## src/rtl/dmem_mmio.sv

```systemverilog
// Data memory plus MMIO page (GPIO, cycle counter, compare-match timer) for the single-cycle MIPS core.
// Define DMEM_MMIO_TIMER_EN to build the timer registers (0x0C-0x14) and irq; otherwise they read 0 and irq is 0.
module dmem_mmio #(
  parameter int RAM_AW = 6
) (
  input  logic        clk,
  input  logic        reset,
  input  logic        we,
  input  logic [31:0] a,
  input  logic [31:0] wd,
  output logic [31:0] rd,
  input  logic [7:0]  gpio_in,
  output logic [7:0]  gpio_out,
  output logic        irq
);

  localparam logic [5:0] OFF_GPIO_OUT = 6'h00;
  localparam logic [5:0] OFF_GPIO_IN  = 6'h01;
  localparam logic [5:0] OFF_CYCLE    = 6'h02;
`ifdef DMEM_MMIO_TIMER_EN
  localparam logic [5:0] OFF_TCMP     = 6'h03;
  localparam logic [5:0] OFF_TCTRL    = 6'h04;
  localparam logic [5:0] OFF_TCNT     = 6'h05;
`endif

  logic              is_ram;
  logic              is_mmio;
  logic [5:0]        reg_sel;
  logic [RAM_AW-1:0] ram_idx;
  logic              ram_we;
  logic              mmio_we;
  logic              wr_gpio;
  logic              unused_addr_lsbs;

  assign is_ram           = ~a[31];
  assign is_mmio          = (a[31:8] == 24'hFFFFFF);
  assign reg_sel          = a[7:2];
  assign ram_idx          = a[RAM_AW+1:2];
  assign ram_we           = we & is_ram;
  assign mmio_we          = we & is_mmio;
  assign wr_gpio          = mmio_we && (reg_sel == OFF_GPIO_OUT);
  assign unused_addr_lsbs = ^a[1:0];

  // RAM: not reset; combinational read returns the pre-write word during a write cycle
  logic [31:0] ram_q [2**RAM_AW];

  always_ff @(posedge clk) begin
    if (ram_we) begin
      ram_q[ram_idx] <= wd;
    end
  end

  logic [7:0]  gpio_out_q, gpio_out_d;
  logic [7:0]  sync1_q, sync2_q;
  logic [31:0] cycle_q, cycle_d;

  always_comb begin
    gpio_out_d = gpio_out_q;
    if (wr_gpio) begin
      gpio_out_d = wd[7:0];
    end
    cycle_d = cycle_q + 32'd1;
  end

  always_ff @(posedge clk) begin
    if (reset) begin
      gpio_out_q <= '0;
      sync1_q    <= '0;
      sync2_q    <= '0;
      cycle_q    <= '0;
    end else begin
      gpio_out_q <= gpio_out_d;
      sync1_q    <= gpio_in;
      sync2_q    <= sync1_q;
      cycle_q    <= cycle_d;
    end
  end

  assign gpio_out = gpio_out_q;

`ifdef DMEM_MMIO_TIMER_EN
  logic [31:0] tcmp_q, tcmp_d;
  logic [31:0] tcnt_q, tcnt_d;
  logic        en_q, en_d;
  logic        auto_q, auto_d;
  logic        ie_q, ie_d;
  logic        pend_q, pend_d;
  logic        match;
  logic        wr_tcmp, wr_tctrl, wr_tcnt;
  logic [31:0] tctrl_rd;

  assign wr_tcmp  = mmio_we && (reg_sel == OFF_TCMP);
  assign wr_tctrl = mmio_we && (reg_sel == OFF_TCTRL);
  assign wr_tcnt  = mmio_we && (reg_sel == OFF_TCNT);
  assign tctrl_rd = {28'd0, pend_q, ie_q, auto_q, en_q};

  // Hardware update first, then CPU writes override their fields; a match still wins over W1C of PEND
  always_comb begin
    tcmp_d = tcmp_q;
    tcnt_d = tcnt_q;
    en_d   = en_q;
    auto_d = auto_q;
    ie_d   = ie_q;
    pend_d = pend_q;
    match  = en_q && (tcnt_q == tcmp_q);

    if (en_q) begin
      if (match) begin
        if (auto_q) begin
          tcnt_d = '0;
        end else begin
          en_d = 1'b0;
        end
      end else begin
        tcnt_d = tcnt_q + 32'd1;
      end
    end

    if (wr_tcmp) begin
      tcmp_d = wd;
    end
    if (wr_tcnt) begin
      tcnt_d = wd;
    end
    if (wr_tctrl) begin
      en_d   = wd[0];
      auto_d = wd[1];
      ie_d   = wd[2];
      if (wd[3]) begin
        pend_d = 1'b0;
      end
    end
    if (match) begin
      pend_d = 1'b1;
    end
  end

  always_ff @(posedge clk) begin
    if (reset) begin
      tcmp_q <= '0;
      tcnt_q <= '0;
      en_q   <= 1'b0;
      auto_q <= 1'b0;
      ie_q   <= 1'b0;
      pend_q <= 1'b0;
    end else begin
      tcmp_q <= tcmp_d;
      tcnt_q <= tcnt_d;
      en_q   <= en_d;
      auto_q <= auto_d;
      ie_q   <= ie_d;
      pend_q <= pend_d;
    end
  end

  assign irq = pend_q & ie_q;
`else
  assign irq = 1'b0;
`endif

  always_comb begin
    rd = '0;
    if (is_ram) begin
      rd = ram_q[ram_idx];
    end else if (is_mmio) begin
      case (reg_sel)
        OFF_GPIO_OUT: rd = {24'd0, gpio_out_q};
        OFF_GPIO_IN:  rd = {24'd0, sync2_q};
        OFF_CYCLE:    rd = cycle_q;
`ifdef DMEM_MMIO_TIMER_EN
        OFF_TCMP:     rd = tcmp_q;
        OFF_TCTRL:    rd = tctrl_rd;
        OFF_TCNT:     rd = tcnt_q;
`endif
        default:      rd = '0;
      endcase
    end
  end

endmodule
```

## config.mk

```make
export PLATFORM = sky130hd
export DESIGN_NAME = dmem_mmio
export DESIGN_NICKNAME = d
export VERILOG_FILES = /design/src/rtl/dmem_mmio.sv
export SDC_FILE = /design/constraint.sdc
export NUM_CORES = 2
export LEC_CHECK = 0
export ABC_CLOCK_PERIOD_IN_PS = 4900
export CAP_MARGIN = 30
export CORE_MARGIN = 5
export CORE_UTILIZATION = 60
export DETAILED_ROUTE_END_ITERATION = 7
export GPL_TIMING_DRIVEN = 0
export PLACE_DENSITY = 0.77
export SETUP_SLACK_MARGIN = 0.4
export SYNTH_ARGS = -nofsm -noshare
export SYNTH_HDL_FRONTEND = slang
export SYNTH_SLANG_ARGS = --single-unit
```

## constraint.sdc

```tcl
create_clock -name clk -period 4.9 [get_ports clk]
set_input_delay 0.735 -clock clk [delete_from_list [all_inputs] [get_ports clk]]
set_output_delay 0.735 -clock clk [all_outputs]
set_load 0.1 [all_outputs]
```

## After elaboration in Yosys (flattened, before gate mapping)

Memory sizes are Yosys's and may differ from the RTL's.
Cells that the tools add are included.
Widths: inputs -> output; s select.

| word-level totals | value |
|---|---|
| register bits | 56 |
| latch bits | 0 |
| bits in writable memories | 2048 |
| ROM bits | 0 |
| bits of input ports | 75 |
| output and inout port bits | 41 |
| word-level logic and storage cells | 19 |
| memories kept | 1 |

| cells by class | value |
|---|---|
| add/subtract/negate cells | 1 |
| multipliers | 0 |
| divide/modulo/power cells | 0 |
| $lt $le $gt $ge | 0 |
| equality and inequality tests | 3 |
| shift-type cells | 0 |
| mux-type cells | 5 |
| bitwise gates (word level) | 3 |
| reductions and logical operators | 2 |

Memory list:

| name | depth | width | rd ports | clocked after memory_dff | write ports | line | RTL |
|---|---|---|---|---|---|---|---|
| ram_q | 64 | 32 | 1 | 0 | 1 | 45 | `logic [31:0] ram_q [2**RAM_AW];` |

Operators with widths:

| kind | number |
|---|---|
| $pmux 32 s3 | 1 |
| $mux 32 | 2 |
| $add 32x1->32 const B | 1 |
| $eq 24x24->1 const B | 1 |
| $eq 6x1->1 const B | 1 |
| $eq 6x2->1 const B | 1 |
| $logic_not 6->1 | 1 |
| $and 1x1->1 | 2 |
| $mux 1 | 2 |
| $logic_and 1x1->1 | 1 |
| $not 1->1 | 1 |

## Logic depth before layout (Yosys ltp)

| depth | value |
|---|---|
| depth after elaboration | 4 |
| gate-level depth with buffers | 10 |
| gate-level depth less buffers | 6 |

## Worst setup path before layout

Ideal clock, no wire load.

| timing path | value |
|---|---|
| path type | input-to-reg |
| from | input a[2] |
| to | memory ram_q[52][0] (enable) |
| setup time | 0.461 ns |
| data arrival time | 3.951 ns |
| data required time | 4.439 ns |
| setup slack | 0.488 ns |
| cell stages on the path | 7 |
| buffers on the path | 6 |
| cells stage by stage | buf_6 -> buf_6 -> buf_6 -> buf_4 -> buf_2 -> buf_2 -> nor3_1 |

RTL lines:

| item | line | RTL |
|---|---|---|
| from (decl) | 9 | `input logic [31:0] a,` |
| to (decl) | 45 |  |

Straight into the memory's write port.

## Worst setup path in the final report

| timing path | value |
|---|---|
| from | input a[3] |
| to | output rd[8] |

| on the way | value |
|---|---|
| longest elaborated chain between the ends | 4 |
| elaborated cells between the ends (all ways) | 7 |
| classes of those cells | eq/ne: 2; mux: 3; reduce/logical: 1; memory: 1 |

Ends and longest elaborated chain:

| item | line | RTL |
|---|---|---|
| branches (longest 3 deep; another with $mem_v2 64x32) | -- |  |
| $mux 32 (*) | 163 | `if (is_ram) begin` |
| to (decl) | 11 | `output logic [31:0] rd,` |

Mark *: on every way between the ends.

==> flow_summary.toml <==
[place]
pre_cts_ws_ns = -2.345
portBuffers = 111
gp_congestion = 0.9542
dp_hpwl_microns = 150800

[setup_path]
crit_path_top_delay_cell = "o21ai_1"
endpoint_kind = "primary output"
critPathLaunchType = "primary input"
critPathMaxStageDelay_ns = 0.54
crit_fanout = 10
crit_chain = "clkdlybuf4s18_2 -> buf_6 -> buf_4 -> buf_4 -> mux4_2 -> mux2i_1 -> o21ai_1 -> nand4_1 -> nand3_1 -> buf_4"
crit_path_frequent_cell = "buf_4"
critPathRequiredTime_ns = 4.16
worstSetupPathType = "primary input to primary output"
crit_arrival_ns = 3.97
r2r_cells = 5

[sta]
rsz0062_at_grt = "true"
slew_violations = 0
setup_tns_ns = 0
min_period_ns = 4.706
setup_viol = 0
skew_ns = 0.03584
fin_crit_sh = 0.9604
setup_slack_ns = 0.1939
maxSlewHeadroom = 0.3327
hold_violations = 0
max_freq_ghz = 0.2125
worstMarginPinSlew_ns = 0.9981

[grt]
overflow = 0
grt_pass1_wl_microns = 323700
grt_max_degree = 61
antenna_found_initial = 15
grtUsageTotal = 0.3321
grt_pass1_vias = 42520

[finish]
fin_nets = 4160
drive_gt1_frac = 0.3067
final_core_util = 0.6987
syn_to_final_growth_pct = 15.66

[logic_synthesis]
synth-edff-count = 2048
ys_dominant_reg_cell = "edfxtp_1"
netlist_area_sq_um = 80620
synth_cell_types = 53
synth_nets = 3728
synth_warnings = 0
seq_area_frac_synth = 0.7767
async_flop_share = 0
synth_cells = 3652
yosys_register_bits = 2104
syn_area_per_cell_sq_um = 22.08

[clock_tree]
cts_root_buf = "clkbuf_16"
tritoncts = "built"
cts.hold.buffers_added = 0
cts.clk_slew.worst_paths_ns = 0.06
cts_buffers = 193
clockBufferDepth = 3
cts.sinks = 2104
clock_latency_ns = 0.85
htreeDepth = 4

[die]
die_w_microns = 376.6
num_rows = 134
die_h_microns = 376.6
start_util = 0.6041
ioPinCount = 116
core-area_sq_um = 133500
die_area_sq_um = 141800

[routing]
ant_nets = 0
avgRoutedWirePerCell_microns = 39.09
firstDrtPassIters = 8
drt_iter0_drc = 7682
vias_per_cell = 7.187
vias = 43180
drt-total-wl_microns = 234900
drc = 0

[power_and_ir_drop]
power_density_nw_per_um2 = 390.7
leakage_nw = 29.43
peakVddDrop_uv = 365.6

[min_path]
whs_path_depth = 1
holdCritPathClass = "primary input to flip-flop"

[run]
maxCapViolCount = 0

[outcome]
status = "complete, no violations"
## critical path, delay by kind of cell
kind	cells	cell delay, ns
AOI/OAI and AO/OA	1	0.54
buffers and inverters	5	1.68
muxes	2	0.39
and+or+nand+nor	2	0.61
## area by class of cell
class | instances | area [sq um]
sequential | 2104 | 62620
fill | 7538 | 40210
multi-input combinational | 1334 | 17830
clock buffer | 256 | 5214
timing repair buffer | 237 | 3264
tap | 1768 | 2212
buffer | 202 | 1446
clock inverter | 87 | 585.6
inverter | 12 | 47.55
antenna | 9 | 22.52
## layout by cell type (no fill, tap or decap), types with 21 or more instances in the layout
master / Yosys / final
nor2_1: 116 / 53
a221oi_1: 23 / 21
buf_12: 0 / 89
o21ai_0: 62 / 32
dfxtp_1: 56 / 56
nand2_1: 113 / 111
mux4_2: 519 / 519
clkdlybuf4s50_1: 0 / 38
nor2b_1: 25 / 25
a22oi_2: 0 / 36
clkbuf_1: 69 / 76
o21ai_2: 0 / 22
nand4_1: 25 / 25
nand3_1: 80 / 72
clkinv_2: 0 / 31
buf_4: 24 / 51
mux2i_1: 116 / 115
nor2_4: 0 / 63
clkbuf_16: 0 / 199
buf_2: 62 / 68
clkinv_1: 0 / 41
clkbuf_2: 0 / 39
a22oi_1: 72 / 36
edfxtp_1: 2048 / 2048
buf_6: 18 / 65
## cell usage after synthesis (all sizes together), types with 2 or more instances
| master | count | area (sq um) |
|---|---|---|
| xnor2 | 19 | 166.4 |
| o211ai | 10 | 75.07 |
| and3b | 2 | 17.52 |
| a21oi | 18 | 90.09 |
| o2111ai | 14 | 122.6 |
| a221oi | 23 | 201.4 |
| nand2b | 3 | 18.77 |
| o22ai | 6 | 37.54 |
| nor2b | 25 | 156.4 |
| nor3 | 5 | 25.02 |
| nand3 | 80 | 400.4 |
| and4 | 2 | 17.52 |
| clkbuf | 69 | 259.0 |
| nand4b | 2 | 17.52 |
| nand4 | 26 | 168.9 |
| nor3b | 2 | 15.01 |
| and3 | 6 | 37.54 |
| a21o | 3 | 22.52 |
| a221o | 5 | 50.05 |
| a22o | 4 | 35.03 |
| o22a | 15 | 131.4 |
| and2 | 8 | 50.05 |
| o21a | 11 | 82.58 |
| nor4 | 13 | 102.6 |
| mux4 | 519 | 11690 |
| buf | 133 | 802.0 |
| a31oi | 3 | 18.77 |
| mux2 | 11 | 123.9 |
| o31a | 3 | 26.28 |
| or3 | 6 | 37.54 |
| xor2 | 4 | 35.03 |
| o21ai | 64 | 320.3 |
| a22oi | 72 | 540.5 |
| dfxtp | 56 | 1121 |
| nor2 | 116 | 435.4 |
| nand2 | 113 | 424.2 |
| inv | 12 | 45.04 |
| edfxtp | 2048 | 61500 |
| mux2i | 116 | 1161 |
## per-layer routing
layer,wire [microns],GRT usage
met1,77560,0.4431
met2,105000,0.4852
met3,38390,0.1373
met4,13790,0.1561
met5,102,0
## flip-flops by register name, summed over array words and instances, names as in the netlist
name / count
cycle_q: 32
gpio_out: 8
ram_q: 2048
sync1_q: 8
sync2_q: 8
## power by group
part | leakage [nW] | switching (W) | internal (W) | total (W)
combinational | 7.72 | 0.00163 | 0.000790 | 0.00242
clock | 2.84 | 0.00640 | 0.00779 | 0.0142
sequential | 18.9 | 0.0000246 | 0.0198 | 0.0198
## stage by stage
stage	instance area [sq um]	cells	total power, W	hold slack [ns]
after floorplan	80620	3652	0.02134	0.4138
after global placement	83940	5531	0.02233	0.4171
after detailed placement	86520	5653	0.02242	0.4294
after CTS	92910	5998	0.03634	0.1828
after global routing	93230	6001	0.03728	0.2240
final	93250	6009	0.03643	0.2393
## worst paths after layout
path               from       endpoint  slack [ns]
min              wd[30]  ram_q[27][30]        0.24
max                a[3]          rd[8]        0.19
min reg2reg  sync1_q[6]     sync2_q[6]        0.44
max reg2reg  cycle_q[2]    cycle_q[29]        2.36
## kinds of logic after synthesis
| family | count (synthesis) | synth area share |
|---|---|---|
| flip-flops | 2104 | 0.7767 |
| adder cells (fa/ha/maj) | 1 | 0.0001552 |
| other | 1 | 0.00004651 |
| multiplexers | 646 | 0.1609 |
| XOR/XNOR | 23 | 0.002499 |
| buffers and inverters | 214 | 0.01372 |
| AO/OA/AOI/OAI | 252 | 0.02187 |
| AND/OR/NAND/NOR | 411 | 0.02406 |
## what timing repair did
action                                  CTS  global route
endpoints found under the hold margin     0             0
endpoints found under the setup margin  181            32
setup buffers                             2             1
pin swaps                                22            20
resized for setup                       447           107
(Power assumes the default switching activity.)
